===== config.mk =====
export PLATFORM = sky130hd
export DESIGN_NAME = bitwise_unit_pipe
export DESIGN_NICKNAME = d
export VERILOG_FILES = /design/src/rtl/bitwise_pkg.sv /design/src/rtl/bitwise_fifo2.sv /design/src/rtl/bitwise_unit_pipe.sv
export SDC_FILE = /design/constraint.sdc
export NUM_CORES = 1
export LEC_CHECK = 0
export ABC_AREA = 1
export CORE_ASPECT_RATIO = 1.5
export CORE_MARGIN = 3
export CORE_UTILIZATION = 30
export CTS_CLUSTER_SIZE = 25
export DETAILED_ROUTE_END_ITERATION = 12
export GPL_ROUTABILITY_DRIVEN = 0
export PLACE_DENSITY = 0.6
export SYNTH_ARGS = -nofsm -noshare
export SYNTH_HDL_FRONTEND = slang
export SYNTH_SLANG_ARGS = --single-unit

===== constraint.sdc =====
create_clock -name clk -period 2.58 [get_ports clk]
set_input_delay 0.516 -clock clk [delete_from_list [all_inputs] [get_ports clk]]
set_output_delay 0.516 -clock clk [all_outputs]
set_load 0.02 [all_outputs]

===== src/rtl/bitwise_pkg.sv =====
// Shared definitions for the bitwise pipeline: op encodings and the per-bit evaluator.
// Purely combinational helpers; no latency.
// No flow control here; handshakes live in the datapath modules.
package bitwise_pkg;

    localparam int OP_W = 3;

    localparam logic [OP_W-1:0] OP_AND    = 3'd0;
    localparam logic [OP_W-1:0] OP_OR     = 3'd1;
    localparam logic [OP_W-1:0] OP_XOR    = 3'd2;
    localparam logic [OP_W-1:0] OP_NAND   = 3'd3;
    localparam logic [OP_W-1:0] OP_NOR    = 3'd4;
    localparam logic [OP_W-1:0] OP_XNOR   = 3'd5;
    localparam logic [OP_W-1:0] OP_PASS_A = 3'd6;
    localparam logic [OP_W-1:0] OP_NOT_A  = 3'd7;

    // One bit slice; callers replicate it across the operand width.
    function automatic logic bitwise_eval(input logic a, input logic b,
                                          input logic [OP_W-1:0] op);
        case (op)
            OP_AND:    return a & b;
            OP_OR:     return a | b;
            OP_XOR:    return a ^ b;
            OP_NAND:   return ~(a & b);
            OP_NOR:    return ~(a | b);
            OP_XNOR:   return ~(a ^ b);
            OP_PASS_A: return a;
            OP_NOT_A:  return ~a;
            default:   return 1'b0;
        endcase
    endfunction

endpackage


===== src/rtl/bitwise_fifo2.sv =====
// Generic two-entry valid/ready buffer.
// Latency: data written on an accepting edge is at the head on the next cycle when empty.
// Backpressure: in_ready is a registered "not full"; out_ready never reaches in_ready combinationally.
module bitwise_fifo2 #(
    parameter int DATA_W = 10
) (
    input  logic              clk,
    input  logic              rst,
    input  logic              in_valid,
    output logic              in_ready,
    input  logic [DATA_W-1:0] in_data,
    output logic              out_valid,
    input  logic              out_ready,
    output logic [DATA_W-1:0] out_data
);

    logic [DATA_W-1:0] mem [2];
    logic              wr_ptr;
    logic              rd_ptr;
    logic [1:0]        count;
    logic [1:0]        count_nxt;
    logic              ready_q;
    logic              push;
    logic              pop;

    assign out_valid = (count != 2'd0);
    assign in_ready  = ready_q;
    assign push      = in_valid && ready_q;
    assign pop       = out_valid && out_ready;
    assign out_data  = mem[rd_ptr];

    always_comb begin
        count_nxt = count;
        case ({push, pop})
            2'b10:   count_nxt = count + 2'd1;
            2'b01:   count_nxt = count - 2'd1;
            default: count_nxt = count;
        endcase
    end

    // ready_q mirrors "not full" one edge ahead, and stays low while held in reset.
    always_ff @(posedge clk or posedge rst) begin
        if (rst) begin
            count   <= 2'd0;
            wr_ptr  <= 1'b0;
            rd_ptr  <= 1'b0;
            ready_q <= 1'b0;
            mem[0]  <= '0;
            mem[1]  <= '0;
        end else begin
            count   <= count_nxt;
            ready_q <= (count_nxt != 2'd2);
            if (push) begin
                mem[wr_ptr] <= in_data;
                wr_ptr      <= ~wr_ptr;
            end
            if (pop) begin
                rd_ptr <= ~rd_ptr;
            end
        end
    end

endmodule


===== src/rtl/bitwise_unit_pipe.sv =====
// Registered bitwise unit: eight ops on two WIDTH-bit operands with zero/all-ones flags.
// Latency: result valid the cycle after acceptance into an empty buffer; FIFO order otherwise.
// Backpressure: 2-entry buffer; in_ready drops when full, head held stable while out_ready is low.
module bitwise_unit_pipe
    import bitwise_pkg::*;
#(
    parameter int WIDTH = 8,
    parameter int CNT_W = 16
) (
    input  logic            clk,
    input  logic            rst,
    input  logic            in_valid,
    output logic            in_ready,
    input  logic [WIDTH-1:0] a,
    input  logic [WIDTH-1:0] b,
    input  logic [OP_W-1:0] op,
    output logic            out_valid,
    input  logic            out_ready,
    output logic [WIDTH-1:0] y,
    output logic            y_zero,
    output logic            y_ones,
    output logic [CNT_W-1:0] op_count
);

    localparam int DATA_W = WIDTH + 2;

    logic [WIDTH-1:0]  res;
    logic              res_zero;
    logic              res_ones;
    logic [DATA_W-1:0] wr_data;
    logic [DATA_W-1:0] rd_data;

    always_comb begin
        res = '0;
        for (int i = 0; i < WIDTH; i++) begin
            res[i] = bitwise_eval(a[i], b[i], op);
        end
    end

    // Flags are captured with the entry so the head never needs re-evaluation.
    assign res_zero = (res == '0);
    assign res_ones = &res;
    assign wr_data  = {res_ones, res_zero, res};

    bitwise_fifo2 #(
        .DATA_W (DATA_W)
    ) u_fifo (
        .clk       (clk),
        .rst       (rst),
        .in_valid  (in_valid),
        .in_ready  (in_ready),
        .in_data   (wr_data),
        .out_valid (out_valid),
        .out_ready (out_ready),
        .out_data  (rd_data)
    );

    assign {y_ones, y_zero, y} = rd_data;

    always_ff @(posedge clk or posedge rst) begin
        if (rst) begin
            op_count <= '0;
        end else if (out_valid && out_ready) begin
            op_count <= op_count + 1'b1;
        end
    end

endmodule


## Word level (Yosys, flattened, before mapping)

Index checks and enable logic that the tools add are counted.
Widths: inputs -> output; s select.

| cells by class | value |
|---|---|
| div/mod/pow operators | 0 |
| add/sub/neg operators | 3 |
| multipliers | 0 |
| bitwise gates (word level) | 60 |
| shift-type cells | 0 |
| reduce and logical (&&, ||, !) cells | 7 |
| muxes and demuxes | 15 |
| magnitude comparators | 3 |
| equality and inequality tests | 10 |

Operators by type and width:

| kind | count |
|---|---|
| $pmux 1 s8 | 8 |
| $mux 10 | 4 |
| $not 1->1 | 34 |
| $bwmux 20 | 1 |
| $add 16x1->16 const B | 1 |
| $eq 3x3->1 const B | 4 |
| $demux 10 s1 | 1 |
| $and 1x1->1 | 8 |
| $logic_not 8->1 | 1 |
| $or 1x1->1 | 8 |
| $reduce_and 8->1 | 1 |
| $xor 1x1->1 | 8 |
| $eq 3x2->1 const B | 2 |
| $ge 2x2->1 const B | 2 |
| $not 1->2 | 2 |
| $pmux 2 s2 | 1 |
| $eq 3x1->1 const B | 1 |
| $logic_and 1x1->1 | 3 |
| $logic_not 3->1 | 1 |
| $add 2x1->2 const B | 1 |
| $eq 2x1->1 const B | 1 |
| $eq 2x2->1 const B | 1 |
| $lt 2x1->1 const B | 1 |
| $ne 2x2->1 const B | 1 |
| other kinds (2) | 2 |

| storage, ports and cells | value |
|---|---|
| memories kept | 0 |
| memory bits (writable) | 0 |
| output and inout bits | 28 |
| flip-flop bits (word level) | 41 |
| latch bits | 0 |
| bits in read-only memories | 0 |

## Longest topological paths before layout

Gate-level depths: netlist (run 1).

| depth | value |
|---|---|
| depth in word-level cells | 6 |
| depth in mapped cells | 12 |

## Modules after synthesis

A second synthesis (run 1) with hierarchy kept.

| second synthesis, totals | value |
|---|---|
| cells, all modules | 400 |
| area total of the unflattened synthesis | 2921.6 um^2 |

Modules (own cells, without submodules):

| module | times used | area an instance (um^2) | cells an instance |
|---|---|---|---|
| bitwise_unit_pipe | 1 | 1770.4 | 264 |
| bitwise_fifo2 | 1 | 1151.1 | 136 |

## Least setup slack after synthesis (run 1)

OpenSTA, ideal clock, no wires.

| timing path | value |
|---|---|
| kind | register -> output |
| start | register u_fifo.rd_ptr |
| end | output port y[1] |
| data arrival time | 1142 ps |
| slack | 922 ps |
| cell stages (with the launch flop) | 3 |
| cell sequence | dfrtp_1 -> clkbuf_1 -> o21ai_0 |

| on the way | value |
|---|---|
| longest elaborated chain between the ends | 4 |

Ends and longest elaborated chain:

| element | RTL line | text |
|---|---|---|
| start, declared | bitwise_fifo2.sv:19 | `logic rd_ptr;` |
| start signal, assigned | bitwise_fifo2.sv:58 | `rd_ptr <= ~rd_ptr;` |
| $not 1->2 (implied by the code) | bitwise_fifo2.sv:30 | `assign out_data = mem[rd_ptr];` |
| $mux 10 (implied by the code) (3 in series) | bitwise_fifo2.sv:30 |  |
| end, declared | bitwise_unit_pipe.sv:19 | `output logic [WIDTH-1:0] y,` |

Every way passes these cells. The select of a mux whose other input is x is not followed.

## Worst setup path after layout (run 1)

| timing path | value |
|---|---|
| start | register u_fifo.rd_ptr |
| end | output port y_zero |

| on the way | value |
|---|---|
| longest elaborated chain between the ends | 4 |

Ends and longest elaborated chain:

| element | RTL line | text |
|---|---|---|
| $not 1->2 (implied by the code) | bitwise_fifo2.sv:30 |  |
| $mux 10 (implied by the code) (3 in series) | bitwise_fifo2.sv:30 |  |
| end, declared | bitwise_unit_pipe.sv:20 | `output logic y_zero,` |

Every way passes these cells. The select of a mux whose other input is x is not followed.

==> run_results.csv, run 1 <==
group,metric,value,unit
timing,drv_slew,0,
floorplan,core,0.009910,mm^2
pwr,combinationalPowerShare,0.431,
detailed_routing,drtIter0Drc,136,
timing,setup_ws,0.1469,ns
worst_setup_path,worstPathRequired,2.06,ns
pwr,power.leakage,2.001,nW
worst_setup_path,path_cells,"mux2_2, clkdlybuf4s50_1",
yosys,yosys_warnings,0,
cts,cts_hold_buf,0,
worst_setup_path,start_kind,"flop",
worst_setup_path,worstSetupPathType,"reg2out",
cts,ctsHtreeMaxLevel,2,
timing,setup_tns,0,ns
worst_setup_path,arrival,1.92,ns
pwr,fin_total_pwr,2.818,mW
cts,clk_latency,0.27,ns
status,status,"completed",
cts,clockBufferDepth,2,
cells_and_area,synthToLayoutAreaGrowth,24.36,%
placement,pre_cts_ws,0.2242,ns
floorplan,num_rows,44,
timing,timing.fmax,0.4110,GHz
cells_and_area,layout.nets,518,
detailed_routing,wl_per_cell,11.73,um
timing,final.min_clock_period,2.433,ns
cells_and_area,drive_above_1_share,0.1027,
worst_setup_path,regToRegSetupSlack,0.89,ns
pwr,p_int,1.773,mW
grt,grt_pass1_vias,2735,
pwr,power.share.switching,0.3707,
grt,overflow,0,
timing,finalHoldWorstSlack,0.4766,ns
grt,antenna_found_initial,0,
floorplan,die_h,130.5,um
pwr,power_density,730.6,mW/mm^2
cells_and_area,layout_common_cells,"128 x nand2_1, 50 x inv_1, 50 x clkdlybuf4s50_1",
worst_setup_path,crit_path_end_kind,"output pin",
yosys,syn_inst,423,
yosys,ys_ff_latch,41,
hold_path,hold_path_class,"reg2reg",
cts,cts_resized,0,
grt,grt_usage,0.1275,
floorplan,die_area,0.01162,mm^2
timing,fin_crit_sh,0.9431,
worst_setup_path,crit_slowest_cell,"dfrtp_1",
detailed_routing,drc,0,
floorplan,start_util,0.3130,
yosys,yosysSeqAreaShare,0.3308,
timing,skew,0.003117,ns
cells_and_area,regArea,0.001026,mm^2
cells_and_area,n_fill_cell,1032,
timing,worst_pin_slew,0.5293,ns
cells_and_area,multiInputGateArea,0.001742,mm^2
timing,rsz0062_at_grt,"false",
pwr,ir_drop,0.2741,mV
grt,grt_first_pass_wirelength,12.10,mm
detailed_routing,vias,2794,
detailed_routing,wirelength,6.946,mm
yosys,ys_top_cells_by_area,"dfrtp_1 33%, nand2_1 15%, ha_1 7.3%",
cells_and_area,mostFrequentLayoutCell,"nand2_1",
pwr,power.net_switching,1.045,mW
yosys,synth_top_area_share,0.3308,
cells_and_area,instances_no_fill,592,
grt,grt_max_degree,42,
detailed_routing,vias_per_cell,4.720,
floorplan,io_pins,51,
pwr,seqPwrFrac,0.355,
placement,numPortBuffers,50,
job,maxCapViolCount,0,
cts,clock_sinks,41,
cts,cts_tree,"done",
yosys,avgSynthCellArea,7.333,um^2
cts,cts_root_buffer,"clkbuf_16",
worst_setup_path,worst_path_largest_cell_delay,0.67,ns
cts,cts_buffers,5,
yosys,syn_area,0.003102,mm^2
timing,relSlewSlack,0.6471,
timing,hold_violations,0,
detailed_routing,detail-route-antenna-nets,0,
floorplan,die_w,89.02,um
cts,clkTransAtPathRegs,0.06,ns
cts,postCtsSetupBuffers,0,
timing,setup_viol,0,
yosys,netlist-cell-type-count,34,
cells_and_area,n_antenna_cell,0,
yosys,synthesis.nets,464,
detailed_routing,drt_first_pass_iters,5,
worst_setup_path,worstPathMaxFanout,14,
pwr,p_clk_frac,0.214,
placement,placedCellCount,585,
placement,dp_hpwl,5.477,mm
yosys,synth_top_area_cell,"dfrtp_1",
[final timing paths]
| kind | from | cells after the start | to |
|---|---|---|---|
| worst max register to register | u_fifo.count[0] | 9 | u_fifo.in_ready |
| worst max-delay path | u_fifo.rd_ptr | 2 | y_zero |
| worst min register to register | u_fifo.mem[0] | 2 | u_fifo.mem[0] |
| min in group asynchronous | rst | 3 | op_count[2] |
| max in group asynchronous | rst | 3 | u_fifo.wr_ptr |
| worst min-delay path | u_fifo.mem[0] | 2 | u_fifo.mem[0] |
[metrics by stage]
stage,cell area (um^2),utilization
global placement,3715,0.3749
floorplan,3102,-
CTS,3857,0.3893
finish,3857,0.3893
global route,3857,0.3893
detailed placement,3715,0.3749
[power groups by stage]
| stage | logic (mW) | registers [mW] | clock network [mW] |
|---|---|---|---|
| final | 1.21 | 1.00 | 0.604 |
| after global routing | 1.37 | 1.04 | 0.645 |
| after CTS | 1.24 | 1.00 | 0.621 |
| after detailed placement | 1.23 | 1.01 | 0 |
| after global placement | 1.21 | 1.00 | 0 |
| after floorplan | 0.739 | 1.02 | 0 |
[state kept, by name, summed over array words and instances (netlist names)]
register / flops
u_fifo.wr_ptr: 1
u_fifo.count: 2
u_fifo.mem: 20
u_fifo.in_ready: 1
u_fifo.rd_ptr: 1
op_count: 16
[worst max-delay path: cells and delay by family (launching register included)]
| family | cells | cell delay, ns |
|---|---|---|
| mux | 1 | 0.39 |
| flops | 1 | 0.67 |
| buf+inv | 1 | 0.57 |
[layout make-up]
| cell class | count | area share |
|---|---|---|
| repair buffers | 60 | 0.1524 |
| well taps | 115 | 0.03730 |
| flip-flops and latches | 41 | 0.2660 |
| multi-input cells | 314 | 0.4515 |
| inverters | 55 | 0.05579 |
| clock buffers | 7 | 0.03698 |
[cells by family (layout without fill, tap and decap cells)]
kind of cell | Yosys count | in the layout | share of synthesized area
AND/OR/NAND/NOR | 244 | 244 | 0.3715
buffers and inverters | 68 | 122 | 0.1077
AO/OA/AOI/OAI | 29 | 29 | 0.04679
adder cells (fa/ha/maj) | 18 | 18 | 0.07261
XOR/XNOR | 16 | 16 | 0.04518
flip-flops | 41 | 41 | 0.3308
multiplexers | 7 | 7 | 0.02541
[cells in the mapped netlist, drive strengths merged]
cell    number
a21oi        1
and3         1
buf         11
clkbuf       2
clkinv       2
dfrtp       41
ha          18
inv         53
mux2         7
nand2      133
nand3       29
nand3b      11
nand4       20
nor2        46
nor3         3
o21ai       28
or2          1
xnor2        9
xor2         7
[per-layer routing]
| metal | part of all wire | up-vias | track usage |
|---|---|---|---|
| met5 | 0 | - | 0 |
| met4 | 0.014 | 0 | 0.04032 |
| met3 | 0.041 | 8 | 0.01694 |
| met2 | 0.49 | 84 | 0.2288 |
| met1 | 0.45 | 1250 | 0.1556 |
| li1 | - | 1452 | - |
Note: power is estimated with default switching activity, not from simulation.
==> run 2, diff against run 1 <==
Settings changed: CAP_MARGIN from default to 0.
==> results of run 2 <==
Final layout, timing and power as in run 1 (identical DEF).
